==> config.mk <==
export PLATFORM = sky130hd
export DESIGN_NAME = gamepad_pmod_tx
export DESIGN_NICKNAME = d
export VERILOG_FILES = /design/src/rtl/gamepad_pkg.sv /design/src/rtl/pmod_clk_div.sv /design/src/rtl/gamepad_pmod_tx.sv
export SDC_FILE = /design/constraint.sdc
export NUM_CORES = 1
export LEC_CHECK = 0
export ABC_AREA = 1
export ABC_CLOCK_PERIOD_IN_PS = 3950
export CAP_MARGIN = 20
export CORE_MARGIN = 2
export CORE_UTILIZATION = 56
export CTS_CLUSTER_DIAMETER = 100
export DETAILED_ROUTE_END_ITERATION = 8
export PLACE_DENSITY = 0.82
export SLEW_MARGIN = 20
export SYNTH_ARGS = -nofsm -noshare
export SYNTH_HDL_FRONTEND = slang
export SYNTH_HIERARCHICAL = 1
export SYNTH_SLANG_ARGS = --single-unit
==> constraint.sdc <==
create_clock -name clk -period 3.95 [get_ports clk]
set_clock_uncertainty 0.05 [all_clocks]
set_input_delay 0.5925 -clock clk [delete_from_list [all_inputs] [get_ports clk]]
set_output_delay 0.5925 -clock clk [all_outputs]
set_load 0.02 [all_outputs]
==> src/rtl/gamepad_pkg.sv <==
// gamepad_pkg: button bit map, pad width and FSM state encoding shared by the Gamepad Pmod link
package gamepad_pkg;
  localparam int PAD_BITS   = 12;
  localparam int BTN_B      = 11;
  localparam int BTN_Y      = 10;
  localparam int BTN_SELECT = 9;
  localparam int BTN_START  = 8;
  localparam int BTN_UP     = 7;
  localparam int BTN_DOWN   = 6;
  localparam int BTN_LEFT   = 5;
  localparam int BTN_RIGHT  = 4;
  localparam int BTN_A      = 3;
  localparam int BTN_X      = 2;
  localparam int BTN_L      = 1;
  localparam int BTN_R      = 0;
  typedef logic [1:0] state_t;
  localparam state_t ST_IDLE  = 2'd0;
  localparam state_t ST_SHIFT = 2'd1;
  localparam state_t ST_GAP   = 2'd2;
  localparam state_t ST_LATCH = 2'd3;
endpackage

==> src/rtl/pmod_clk_div.sv <==
// pmod_clk_div: half-period strobe for the Pmod serial clock, realigned to phase 0 on clr_i
module pmod_clk_div #(
  parameter int HALF_PERIOD = 4
) (
  input  logic clk,
  input  logic rst_n,
  input  logic clr_i,
  output logic stb_o
);
  localparam int CW = $clog2(HALF_PERIOD + 1);
  logic [CW-1:0] cnt_q, cnt_d;
  assign stb_o = cnt_q == CW'(HALF_PERIOD - 1);
  assign cnt_d = (clr_i || stb_o) ? '0 : cnt_q + 1'b1;
  always_ff @(posedge clk) begin
    if (!rst_n) cnt_q <= '0;
    else cnt_q <= cnt_d;
  end
endmodule

==> src/rtl/gamepad_pmod_tx.sv <==
// gamepad_pmod_tx: serializes 1-2 pads of button state onto pmod_clk/pmod_data, then pulses pmod_latch
module gamepad_pmod_tx
  import gamepad_pkg::*;
#(
  parameter int NUM_PADS     = 1,
  parameter int HALF_PERIOD  = 4,
  parameter int LATCH_CYCLES = 4,
  parameter int FRAME_CYCLES = 2048
) (
  input  logic                clk,
  input  logic                rst_n,
  input  logic [PAD_BITS-1:0] btn_p0,
  input  logic [PAD_BITS-1:0] btn_p1,
  input  logic                send_now,
  input  logic                auto_en,
  output logic                busy,
  output logic                frame_done,
  output logic                pmod_clk,
  output logic                pmod_data,
  output logic                pmod_latch
);
  localparam int NB = PAD_BITS * NUM_PADS;
  localparam int BW = $clog2(NB);
  localparam int LW = $clog2(LATCH_CYCLES + 1);
  localparam int AW = $clog2(FRAME_CYCLES);
  state_t state_q, state_d;
  logic [NB-1:0] shr_q, shr_d, word;
  logic [BW-1:0] bit_q, bit_d;
  logic [LW-1:0] lat_q, lat_d;
  logic [AW-1:0] auto_q, auto_d;
  logic hi_q, hi_d, pend_q, pend_d;
  logic idle, tick, req, start, stb;
  generate
    if (NUM_PADS == 2) begin : g_two
      assign word = {btn_p1, btn_p0};
    end else begin : g_one
      logic unused_p1;
      assign word = btn_p0;
      assign unused_p1 = ^btn_p1;
    end
  endgenerate
  assign idle  = state_q == ST_IDLE;
  assign tick  = auto_en && auto_q == '0;
  assign req   = send_now || tick;
  assign start = idle && (req || pend_q);
  assign auto_d = !auto_en ? '0 : auto_q == AW'(FRAME_CYCLES - 1) ? '0 : auto_q + 1'b1;
  pmod_clk_div #(.HALF_PERIOD(HALF_PERIOD)) u_div (
    .clk  (clk),
    .rst_n(rst_n),
    .clr_i(start),
    .stb_o(stb)
  );
  always_comb begin
    state_d = state_q;
    shr_d   = shr_q;
    bit_d   = bit_q;
    lat_d   = lat_q;
    hi_d    = hi_q;
    pend_d  = idle ? 1'b0 : pend_q || req;
    case (state_q)
      ST_IDLE: if (start) begin
        state_d = ST_SHIFT;
        shr_d   = word;
        bit_d   = BW'(NB - 1);
        hi_d    = 1'b0;
      end
      ST_SHIFT: if (stb) begin
        hi_d = !hi_q;
        // a bit ends on the falling half-edge; the next bit appears while pmod_clk is low
        if (hi_q && bit_q == '0) state_d = ST_GAP;
        else if (hi_q) begin
          bit_d = bit_q - 1'b1;
          shr_d = {shr_q[NB-2:0], 1'b0};
        end
      end
      ST_GAP: if (stb) begin
        state_d = ST_LATCH;
        lat_d   = LW'(LATCH_CYCLES - 1);
      end
      default: if (lat_q == '0) state_d = ST_IDLE;
        else lat_d = lat_q - 1'b1;
    endcase
  end
  always_ff @(posedge clk) begin
    if (!rst_n) begin
      state_q <= ST_IDLE;
      shr_q   <= '0;
      bit_q   <= '0;
      lat_q   <= '0;
      auto_q  <= '0;
      hi_q    <= 1'b0;
      pend_q  <= 1'b0;
    end else begin
      state_q <= state_d;
      shr_q   <= shr_d;
      bit_q   <= bit_d;
      lat_q   <= lat_d;
      auto_q  <= auto_d;
      hi_q    <= hi_d;
      pend_q  <= pend_d;
    end
  end
  assign busy       = !idle;
  assign frame_done = state_q == ST_LATCH && lat_q == '0;
  assign pmod_clk   = state_q == ST_SHIFT && hi_q;
  assign pmod_data  = state_q == ST_SHIFT && shr_q[NB-1];
  assign pmod_latch = state_q == ST_LATCH;
endmodule

==> run summary <==
status: complete, no violations
diodes inserted: 0
Post-CTS Hold Fix Bufs: 0
Num CTS Buffers: 5
Row Count: 21
Crit Reg-Reg Startpoint: state_q[1]
top sig layer: met4
CP endpoint kind: primary output
core area: 0.00331 mm2
Setup TNS: 0 ps
capturing point of the worst reg2reg path: bit_q[1]
worst vdd ir: 0.449 mV
Area Growth Syn to Fin: 13.4%
Total GRT Usage: 0.196
post-synthesis register bit count: 37
Critical Path Sink: pmod_clk
Met3 Wirelength: 173 um
H-tree depth: 2
synth top area cells: dfxtp_1 (38%), nand2_1 (15%), ha_1 (8.4%)
largest net degree at the start of global routing: 23
Antenna Nets Post-Route: 0
synth cell count leaders: nand2_1 (78), dfxtp_1 (37), inv_1 (32)
clock-pin slew of the registers on the worst-case setup and hold paths: 100 ps
metal2 WL: 1540 um
Final WS setup: 1050 ps
M1 wire length: 1760 um
CTS Sinks: 37
Setup Buffers After CTS: 0
maximum fanout along the worst path: 22
Die ar.: 0.00393 mm2
FMAX: 0.344 GHz
relative slew slack: 0.473
Clock Tree Buf Depth: 2
number of nets in the layout: 339
Net Count, Synth: 321
EDFF count, synth: 0
RSZ-0062 raised after global routing: no
gp weighted congestion: 0.847
PD cells: 631 mW/mm2
Synth Cell Area: 0.00193 mm2
total power: 1.38 mW
count leader, synth: nand2_1
Leak Pwr: 0.950 nW
post-synthesis sequential area ratio: 0.384
DP HPWL: 2390 um
Post-CTS Resized: 0
Final setup viols: 0
Max-cap violations: 0
Tightest Pin Transition: 791 ps
fin crit share: 0.735
global-route wire length before repair: 6130 um
asr flop ratio synth: 0
via count: 1734
DRC: 0
Synth top area share: 0.384
WL per Instance: 10.2 um
root buffer cell: clkbuf_4
critical path type: reg -> out
crit path launch: state_q[1]
worst path required time: 3310 ps
vias per cell: 5.03
endpoints failing hold: 0
Initial Util: 0.583
hold depth: 1
reg2reg setup slack: 1360 ps
clk_lat worst skew: 350 ps
max-slew violations: 0
CTS tree: done
Avg Inst Size Synth: 6.90 um2
total wire length: 3530 um
R2R cell count: 9
Setup crit start kind: flip-flop
post-synth cell types: 27
fin crit period: 2900 ps
Die W: 62.7 um
initial antenna violation count: 0
share of cells above drive strength 1: 0.0535
drt initial violations: 105
Overflow after GRT: 0
dpl ws: 1380 ps
Ports: 33
Filler cells: 310
hold_ws: 378 ps
Port Buffers: 20
Ys Warns: 6
cell taking the most area after synthesis: dfxtp_1
die height: 62.7 um
First-pass DRT Iterations: 5
Min-Delay Path Class: reg -> reg
vias in the first global route: 1484
prevailing post-synth register cell: dfxtp_1
Synth Instances: 280
CP arrival: 2260 ps
==> registers in the layout, indices dropped and copies added, names as in the netlist <==
register,flops
auto_q,11
bit_q,4
hi_q,1
lat_q,3
pend_q,1
shr_q,12
state_q,2
u_div/cnt_q,3
==> cells in the final DEF (no fill, tap or decap) <==
master / netlist / layout
nand2_1: 78 / 78
dfxtp_1: 37 / 37
inv_1: 32 / 32
nand3_1: 30 / 30
a21oi_1: 26 / 26
nor2_1: 25 / 25
clkdlybuf4s50_1: 0 / 20
ha_1: 13 / 13
o21ai_0: 6 / 6
clkbuf_4: 0 / 5
nand4_1: 3 / 3
inv_2: 2 / 2
nand2_2: 2 / 2
a31oi_1: 2 / 2
or2_2: 2 / 2
nor3_1: 2 / 2
nor3b_1: 2 / 2
clkinv_2: 0 / 2
and2_1: 1 / 1
a21oi_2: 1 / 1
or2_1: 1 / 1
nor2_4: 1 / 1
or3_1: 1 / 1
a211oi_1: 1 / 1
xor2_1: 1 / 1
xnor2_1: 1 / 1
clkbuf_1: 3 / 1
buf_4: 2 / 1
==> final cells by class <==
cell class              count  area [um2]  share of cell area
clock buffers               6        41.3              0.0189
repair buffers             21         208              0.0949
well taps                  46        57.6              0.0263
inverters                  34         128              0.0583
clock inverters             2        10.0             0.00457
flip-flops and latches     37         741               0.338
multi-input cells         199        1000               0.459
==> worst min-delay path by stage <==
stage	to	startpoint	slack, ps
floorplan	u_div/cnt_q[0]	u_div/cnt_q[0]	350
global placement	u_div/cnt_q[0]	u_div/cnt_q[0]	360
detailed placement	u_div/cnt_q[0]	u_div/cnt_q[0]	370
CTS	u_div/cnt_q[0]	u_div/cnt_q[0]	390
global route	u_div/cnt_q[0]	u_div/cnt_q[0]	400
finish	u_div/cnt_q[0]	u_div/cnt_q[0]	380
==> per-stage QoR <==
stage | instance area, um2 | utilization | cells
final | 2190 | 0.661 | 345
after global routing | 2190 | 0.661 | 345
after CTS | 2190 | 0.661 | 345
after detailed placement | 2140 | 0.646 | 337
after global placement | 2140 | 0.646 | 337
after floorplan | 1930 | - | 280
==> worst max-delay path: stages, from the launching register on <==
cell	delay [ps]
dfxtp_1	360
inv_1	90
ha_1	670
nand2_1	110
inv_1	90
clkdlybuf4s50_1	590
==> cells by family after synthesis <==
| kind of cell | after synthesis | synth area share |
|---|---|---|
| AND/OR/NAND/NOR | 148 | 0.329 |
| buffers and inverters | 44 | 0.0959 |
| flip-flops | 37 | 0.384 |
| AO/OA/AOI/OAI | 36 | 0.0979 |
| adder cells (fa/ha/maj) | 13 | 0.0843 |
| XOR/XNOR | 2 | 0.00907 |
==> power breakdown <==
group | internal, mW | leakage, nW | switching [mW]
sequential | 0.470 | 0.302 | 0.0560
combinational | 0.245 | 0.616 | 0.417
clock | 0.0678 | 0.0320 | 0.127
==> routing by layer <==
| metal | vias to the layer above | track usage |
|---|---|---|
| met5 | - | 0 |
| met4 | 0 | 0.0750 |
| met3 | 6 | 0.0649 |
| met2 | 40 | 0.305 |
| met1 | 762 | 0.251 |
| li1 | 926 | - |
(Power assumes the default switching activity.)
